File: config.mk
export PLATFORM = sky130hd
export DESIGN_NAME = uart_tx_cfg
export DESIGN_NICKNAME = d
export VERILOG_FILES = /design/src/rtl/uart_pkg.sv /design/src/rtl/uart_tx_cfg.sv
export SDC_FILE = /design/constraint.sdc
export NUM_CORES = 1
export LEC_CHECK = 0
export BUFFER_PORTS_ARGS = -buffer_cell sky130_fd_sc_hd__buf_2
export CAP_MARGIN = 10
export CELL_PAD_IN_SITES_DETAIL_PLACEMENT = 0
export CELL_PAD_IN_SITES_GLOBAL_PLACEMENT = 1
export CORE_AREA = 2 2 58 60
export CTS_CLUSTER_DIAMETER = 80
export DETAILED_ROUTE_END_ITERATION = 8
export DIE_AREA = 0 0 60 62
export PLACE_DENSITY = 0.75
export SLEW_MARGIN = 30
export SYNTH_ARGS = -nofsm -noshare
export SYNTH_HDL_FRONTEND = slang
export SYNTH_SLANG_ARGS = --single-unit
File: constraint.sdc
create_clock -name clk -period 2.55 [get_ports clk]
set_input_delay 0.1275 -clock clk [delete_from_list [all_inputs] [get_ports clk]]
set_output_delay 0.1275 -clock clk [all_outputs]
set_load 0.005 [all_outputs]
File: src/rtl/uart_pkg.sv
// Shared UART definitions: frame state encoding and parity mode codes,
// common to the TX and RX blocks.
package uart_pkg;

  typedef enum logic [2:0] {
    ST_IDLE   = 3'd0,
    ST_START  = 3'd1,
    ST_DATA   = 3'd2,
    ST_PARITY = 3'd3,
    ST_STOP   = 3'd4
  } uart_state_e;

  localparam logic [1:0] PAR_NONE = 2'b00;
  localparam logic [1:0] PAR_EVEN = 2'b01;
  localparam logic [1:0] PAR_ODD  = 2'b10;

  // Parity bit over up to 9 data bits; narrower words are zero-extended,
  // which leaves the XOR reduction unchanged.
  function automatic logic calc_parity(input logic [8:0] data, input logic odd);
    return (^data) ^ odd;
  endfunction

endpackage

File: src/rtl/uart_tx_cfg.sv
// UART transmitter: start bit, LSB-first data, optional parity, 1 or 2 stop
// bits, paced by an external oversampling tick. Idle line is high.
module uart_tx_cfg
  import uart_pkg::*;
#(
  parameter int unsigned DATA_WIDTH = 8,
  parameter int unsigned OVERSAMPLE = 16
) (
  input  logic                  clk,
  input  logic                  reset,
  input  logic                  s_tick,
  input  logic                  tx_valid,
  output logic                  tx_ready,
  input  logic [DATA_WIDTH-1:0] din,
  input  logic [1:0]            parity_mode,
  input  logic                  two_stop,
  output logic                  tx,
  output logic                  tx_busy,
  output logic                  tx_done
);

  localparam int unsigned S_W = $clog2(OVERSAMPLE);
  localparam int unsigned N_W = $clog2(DATA_WIDTH);
  localparam logic [S_W-1:0] S_LAST = S_W'(OVERSAMPLE - 1);
  localparam logic [N_W-1:0] N_LAST = N_W'(DATA_WIDTH - 1);

  uart_state_e           state_q, state_d;
  logic [S_W-1:0]        s_q, s_d;
  logic [N_W-1:0]        n_q, n_d;
  logic [DATA_WIDTH-1:0] shift_q, shift_d;
  logic                  par_en_q, par_en_d;
  logic                  par_bit_q, par_bit_d;
  logic                  two_stop_q, two_stop_d;
  logic                  tx_q, tx_d;
  logic                  busy_q, busy_d;
  logic                  done_q, done_d;

  logic                  accept;
  logic                  bit_end;
  logic [N_W-1:0]        stop_last;

  assign tx_ready  = (state_q == ST_IDLE);
  assign accept    = tx_valid & tx_ready;
  assign bit_end   = s_tick && (s_q == S_LAST);
  // The bit counter doubles as the stop-bit counter: 0 only, or 0 then 1.
  assign stop_last = {{(N_W-1){1'b0}}, two_stop_q};

  assign tx      = tx_q;
  assign tx_busy = busy_q;
  assign tx_done = done_q;

  // Next-state, counters and line value; tx is derived from the next state so
  // the registered line lines up with the registered state.
  always_comb begin
    state_d    = state_q;
    s_d        = s_q;
    n_d        = n_q;
    shift_d    = shift_q;
    par_en_d   = par_en_q;
    par_bit_d  = par_bit_q;
    two_stop_d = two_stop_q;
    busy_d     = busy_q;
    done_d     = 1'b0;

    if (state_q != ST_IDLE && s_tick) begin
      s_d = bit_end ? '0 : s_q + 1'b1;
    end

    case (state_q)
      ST_IDLE: begin
        if (accept) begin
          state_d    = ST_START;
          s_d        = '0;
          n_d        = '0;
          shift_d    = din;
          par_en_d   = (parity_mode == PAR_EVEN) || (parity_mode == PAR_ODD);
          par_bit_d  = calc_parity(9'(din), parity_mode == PAR_ODD);
          two_stop_d = two_stop;
          busy_d     = 1'b1;
        end
      end
      ST_START: begin
        if (bit_end) state_d = ST_DATA;
      end
      ST_DATA: begin
        if (bit_end) begin
          shift_d = shift_q >> 1;
          if (n_q == N_LAST) begin
            n_d     = '0;
            state_d = par_en_q ? ST_PARITY : ST_STOP;
          end else begin
            n_d = n_q + 1'b1;
          end
        end
      end
      ST_PARITY: begin
        if (bit_end) begin
          n_d     = '0;
          state_d = ST_STOP;
        end
      end
      ST_STOP: begin
        if (bit_end) begin
          if (n_q == stop_last) begin
            n_d     = '0;
            state_d = ST_IDLE;
            busy_d  = 1'b0;
            done_d  = 1'b1;
          end else begin
            n_d = n_q + 1'b1;
          end
        end
      end
      default: state_d = ST_IDLE;
    endcase

    case (state_d)
      ST_START:  tx_d = 1'b0;
      ST_DATA:   tx_d = shift_d[0];
      ST_PARITY: tx_d = par_bit_d;
      default:   tx_d = 1'b1;
    endcase
  end

  // State and output registers with synchronous reset to an idle-high line.
  always_ff @(posedge clk) begin
    if (reset) begin
      state_q    <= ST_IDLE;
      s_q        <= '0;
      n_q        <= '0;
      shift_q    <= '0;
      par_en_q   <= 1'b0;
      par_bit_q  <= 1'b0;
      two_stop_q <= 1'b0;
      tx_q       <= 1'b1;
      busy_q     <= 1'b0;
      done_q     <= 1'b0;
    end else begin
      state_q    <= state_d;
      s_q        <= s_d;
      n_q        <= n_d;
      shift_q    <= shift_d;
      par_en_q   <= par_en_d;
      par_bit_q  <= par_bit_d;
      two_stop_q <= two_stop_d;
      tx_q       <= tx_d;
      busy_q     <= busy_d;
      done_q     <= done_d;
    end
  end

endmodule

==> results of run 1 <==
power groups by stage:
stage	clock, uW	combinational, uW	sequential [uW]
after floorplan	0	74.3	405
after global placement	0	101	409
after detailed placement	0	102	410
after CTS	284	102	401
after global routing	297	115	404
final	274	99.6	401
state kept, by name, indices dropped and copies added (netlist names):
register	flops
n_q	3
par_bit_q	1
par_en_q	1
s_q	4
shift_q	8
state_q	3
two_stop_q	1
tx	1
tx_busy	1
tx_done	1
critical path, delay by kind of cell (launching register included):
kind                       cells  cell delay [ns]
DFF                            1             0.40
and+or+nand+nor                2             0.81
AOI/OAI and AO/OA              3             0.70
adders and majority gates      1             0.20
cell usage after synthesis (all sizes together), types with 2 or more instances:
master and count:
clkbuf 5, ha 4, nand2b 4, nor3 8, inv 3, a22oi 2
mux2i 3, dfxtp 24, buf 4, o211ai 2, o21ai 4, or3 2
nor2b 2, nand2 5, a21oi 12, a211oi 2, nor2 18, xnor2 6
a222oi 6, nand3 3, a211o 2, xor2 2
cell families (layout without fill, tap and decap cells):
logic type / Yosys count / in the layout
XOR/XNOR: 9 / 9
multiplexers: 3 / 3
adder cells (fa/ha/maj): 4 / 4
flip-flops: 24 / 24
AO/OA/AOI/OAI: 35 / 35
buffers and inverters: 12 / 26
AND/OR/NAND/NOR: 47 / 47
routing by layer:
metal | share of wire, % | up-vias | global-route usage [%]
li1 | - | 519 | -
met1 | 46 | 460 | 18.4
met2 | 47 | 26 | 27.0
met3 | 5.4 | 4 | 3.11
met4 | 1.3 | 0 | 4.76
met5 | 0 | - | 0
through the flow:
stage / worst slack (ns) / util, %
global route: 0.223 / 42.5
detailed placement: 0.351 / 40.9
CTS: 0.336 / 42.5
finish: 0.352 / 42.5
global placement: 0.407 / 40.9
floorplan: 0.557 / -
how the worst max path moves through the flow:
| stage | start | to | slack, ns | cells after the start |
|---|---|---|---|---|
| finish | s_q[0]$_SDFF_PP0_ | tx$_SDFF_PP1_ | 0.35 | 6 |
| CTS | s_q[0]$_SDFF_PP0_ | tx$_SDFF_PP1_ | 0.34 | 6 |
| global placement | s_q[0]$_SDFF_PP0_ | tx$_SDFF_PP1_ | 0.41 | 6 |
| floorplan | s_q[0]$_SDFF_PP0_ | tx$_SDFF_PP1_ | 0.56 | 8 |
| detailed placement | s_q[0]$_SDFF_PP0_ | tx$_SDFF_PP1_ | 0.35 | 6 |
| global route | s_q[0]$_SDFF_PP0_ | tx$_SDFF_PP1_ | 0.22 | 6 |
layout make-up:
class / instances / share of cell area [%]
Multi-Input combinational cell: 98 / 48.2
Sequential cell: 24 / 35.6
Timing Repair Buffer: 19 / 7.22
Tap cell: 46 / 4.26
Clock inverter: 1 / 2.22
Clock buffer: 3 / 1.67
Inverter: 3 / 0.833
==> flow_summary.yaml, run 1 <==
final_layout:
  regArea_um2: 480
  area_growth_pct: 11.7
  fill_cells: 320
  instances_no_fill: 194
  num_antenna_cells: 0
  num-nets-final: 168
  final_cell_mix: "24 x dfxtp_1, 18 x nor2_1, 18 x buf_2, 11 x a21oi_1, 8 x nor3_1"
  drive_gt1_share_pct: 17.6
  final_common_cell: "dfxtp_1"
  multi_input_area_um2: 652
  fin_area_mm2: 0.00135
routing:
  drt-pass1-iter-count: 4
  ant_nets: 0
  vias: 1009
  route.detailed.drc: 0
  wirelength_um: 2430
  vias_per_cell: 5.20
  wl_per_cell_um: 12.5
  drtIter0Drc: 48
timing:
  rsz0062_at_grt: "no"
  layout_min_cycle_time_ns: 2.20
  fin_hold_ws_ns: 0.0347
  slew_violations: 0
  slew_headroom_pct: 47.7
  min_period_over_period_pct: 86.2
  tns_ns: 0
  setup_viol: 0
  fin_skew_ns: 0.00978
  worst_pin_slew_ns: 0.779
  fmax_mhz: 455
  hold_violations: 0
cts:
  cts-resized-gates: 0
  post-cts-setup-buffers: 0
  ctsHoldBuffers: 0
  clkTransAtPathRegs_ns: 0.14
  cts_tree: "yes"
  cts_buffers: 3
  root_buffer: "clkbuf_4"
  worstSkewPairLatency_ns: 0.31
  cts.sinks: 24
  cts_max_level: 1
  clock_path_buffers: 2
critical_path:
  r2r_slack_ns: 0.35
  critPathMaxFanout: 9
  slowest_delay_ns: 0.45
  reg2reg_from: "s_q[0]$_SDFF_PP0_"
  path_common_cell: "a211o_1"
  cp.arrival_ns: 2.42
  path_cells: "ha_1 -> and4_1 -> a21oi_2 -> or3_1 -> a211o_1 -> a211o_1"
  crit_type: "flop to flop"
  r2r_end: "tx$_SDFF_PP1_"
  r2r_cells: 6
  start_kind: "flop"
  cp_slowest_cell: "or3_1"
  crit_required_ns: 2.77
  end_kind: "flop"
logic_synthesis:
  synthCells: 134
  netlist_area_mm2: 0.00121
  synthTopCellsByArea: "dfxtp_1 40%, nor2_1 5.6%, a222oi_1 5.0%"
  syn_area_per_cell_um2: 9.03
  ys_ff_latch: 24
  yosysWarnings: 0
  synth_top_cell_by_area: "dfxtp_1"
  synth-edff-count: 0
  yosys.area_share.simple_pct: 18.8
  async_reset_ff_share_pct: 0
  synth_top_family_by_area: "compound AO/OA/AOI/OAI gates"
  synthMuxAreaShare_pct: 2.48
  synth_top_area_share_pct: 39.7
  yosysSeqAreaShare_pct: 39.7
  synth.distinct_cells: 37
  synth_xor_area_share_pct: 7.65
  synthAdderAreaFrac_pct: 4.14
  synth-compound-area-share_pct: 20.8
  synth.net_count: 153
  ys.flop_type: "dfxtp_1"
placed_design:
  hpwl_um: 1840
  portBuffers: 18
  dp.cells: 190
  gp_congestion: 0.724
  place_area_mm2: 0.00130
global_route:
  gr-usage-all-layers_pct: 15.2
  grt_pass1_vias: 1009
  grt_start_max_net_pins: 25
  grt_first_pass_wirelength_um: 4330
  grt_remaining_overflow: 0
  antenna_found_initial: 0
die:
  die_y_um: 62
  core_area_mm2: 0.00318
  start_util_pct: 38.1
  die-area_mm2: 0.00372
  rows: 21
  ios: 19
  die_w_um: 60
power:
  swShare_pct: 22.7
  ir_drop_v: 0.000225
  netSwitchingPower_uw: 176
  internal_power_uw: 599
  seqPwrFrac_pct: 51.8
  clockPowerShare_pct: 35.4
  p_leak_uw: 0.000534
  finalPower_uw: 775
  comb_power_share_pct: 12.9
  powerDensity_mw_per_mm2: 574
min_path:
  hold_path.class: "input port to flop"
  min_from: "two_stop"
  hold_depth: 3
  worstHoldEndpoint: "two_stop_q$_SDFFE_PP0P_"
status:
  status: "finished, final reports clean"
job:
  drv_cap: 0
Note: power is estimated with default switching activity, not from simulation.
==> run 2: changes to the inputs <==
Settings changed: RECOVER_POWER set to 100, REMOVE_ABC_BUFFERS set to 1.
==> run 2 against run 1 <==
Final cell count is 1.0% higher; clock skew is 0.0068 ns lower; critical path depth is 1 higher; via count rose by 3.5%; clock-buffer cell count unchanged; sequential cell count unchanged; non-clock buffer count rose by 2; largest power group unchanged; die area unchanged.
==> flow_summary.yaml, run 2 (synthesized netlist as in run 1, its figures left out) <==
placed_design:
  portBuffers: 18
  place_area_mm2: 0.00131
  gp_congestion: 0.794
  hpwl_um: 1920
final_layout:
  area_growth_pct: 12.2
  drive_gt1_share_pct: 16.7
  num_antenna_cells: 0
  final_common_cell: "dfxtp_1"
  num-nets-final: 170
  fin_area_mm2: 0.00136
  reg_top3: "shift_q (8), s_q (4)"
  regMostFlops: "shift_q"
  utilization_pct: 42.7
  final_cell_mix: "24 x dfxtp_1, 18 x nor2_1, 17 x buf_2, 11 x a21oi_1, 8 x nor3_1"
  largest_reg_flops: 8
cts:
  clkTransAtPathRegs_ns: 0.14
  post-cts-setup-buffers: 0
  worstSkewPairLatency_ns: 0.31
  cts_buffers: 3
  cts-resized-gates: 0
  clock_path_buffers: 2
  cts_tree: "yes"
  cts.sinks: 24
  cts_max_level: 1
  root_buffer: "clkbuf_4"
  ctsHoldBuffers: 0
power:
  ir_drop_v: 0.000297
  powerDensity_mw_per_mm2: 573
  finalPower_uw: 777
  p_leak_uw: 0.000534
critical_path:
  reg2reg_from: "s_q[0]$_SDFF_PP0_"
  path_cells: "ha_1 -> and4_1 -> a21oi_2 -> or3_1 -> clkbuf_1 -> a222oi_1 -> nor2_1"
  start_kind: "flop"
  r2r_cells: 7
  path_depth: 7
  crit_type: "flop to flop"
  crit_start: "s_q[0]$_SDFF_PP0_"
  cp.arrival_ns: 2.30
  crit_buf_inv: 1
  crit_required_ns: 2.76
  r2r_slack_ns: 0.46
  cp-endpoint: "shift_q[6]$_SDFFE_PP0P_"
  cp_top_family: "simple AND/OR/NAND/NOR gates"
  cp_slowest_cell: "dfxtp_1"
  r2r_end: "shift_q[6]$_SDFFE_PP0P_"
  critPathMaxFanout: 8
  end_kind: "flop"
  slowest_delay_ns: 0.40
global_route:
  antenna_found_initial: 0
  grt_remaining_overflow: 0
  grt_start_max_net_pins: 25
  grt_first_pass_wirelength_um: 4490
  grt_pass1_vias: 1071
  gr-usage-all-layers_pct: 15.9
routing:
  wirelength_um: 2520
  ant_nets: 0
  vias_per_cell: 5.33
  route.detailed.drc: 0
  vias: 1044
  drtIter0Drc: 58
  wl_per_cell_um: 12.9
  drt-pass1-iter-count: 5
die:
  die-area_mm2: 0.00372
  ios: 19
  rows: 21
  die_w_um: 60
  core_area_mm2: 0.00318
  die_y_um: 62
  start_util_pct: 38.1
min_path:
  hold_depth: 3
  min_from: "two_stop"
  hold_path.class: "input port to flop"
timing:
  hold_violations: 0
  tns_ns: 0
  rsz0062_at_grt: "no"
  fmax_mhz: 479
  fin_skew_ns: 0.00299
  slew_headroom_pct: 57.6
  layout_min_cycle_time_ns: 2.09
  slew_violations: 0
  setup_viol: 0
  min_period_over_period_pct: 81.9
  worst_pin_slew_ns: 0.628
status:
  status: "finished, final reports clean"
job:
  drv_cap: 0
-- run 2: cell count changes in the layout (fill, tap and decap cells not counted) --
cell      delta
clkbuf_1     +3
o21ai_0      +1
and2_0       +1
o21ai_1      -1
and2_1       -1
buf_2        -1
-- run 2: how the worst min path moves through the flow --
stage | endpoint | slack [ns]
2_1_floorplan | n_q[1]$_SDFFE_PP0P_ | 0.20
3_3_place_gp | two_stop_q$_SDFFE_PP0P_ | 0.37
3_5_place_dp | two_stop_q$_SDFFE_PP0P_ | 0.38
4_1_cts | two_stop_q$_SDFFE_PP0P_ | 0.02
5_1_grt | two_stop_q$_SDFFE_PP0P_ | 0.02
6_report | two_stop_q$_SDFFE_PP0P_ | 0.03
-- run 2: worst register-to-register path: stages, from the launching register on --
cell and delay [ns]:
dfxtp_1 0.40, ha_1 0.20, and4_1 0.37, a21oi_2 0.08, or3_1 0.33, clkbuf_1 0.22, a222oi_1 0.33, nor2_1 0.06
-- run 2: area by class of cell --
type / count / area [um^2]
timing repair buffer: 21 / 104
tap: 46 / 57.6
clock buffer: 3 / 22.5
inverter: 3 / 11.3
multi-input combinational: 98 / 652
clock inverter: 1 / 30.0
sequential: 24 / 480
fill: 335 / 1820
-- run 2: metal layers --
layer  up-vias  global-route usage (%)  wire, um
met5         -                       0         0
met4         0                    8.25        41
met3         4                    2.07       102
met2        25                    28.6      1230
met1       492                    18.4      1140
li1        523                       -         -
-- run 2: stage by stage --
step	hold WS, ns	setup WS (ns)	instances
finish	0.0325	0.462	196
global route	0.0219	0.255	196
CTS	0.0196	0.500	196
detailed placement	0.377	0.515	192
global placement	0.373	0.566	192
floorplan	0.197	0.531	125
-- run 2: where the power goes --
part	switching [uW]	leakage, uW	internal [uW]
logic	50.1	0.000310	48.8
clock network	118	0.0000279	159
registers	10.6	0.000196	391
total	179	0.000534	599
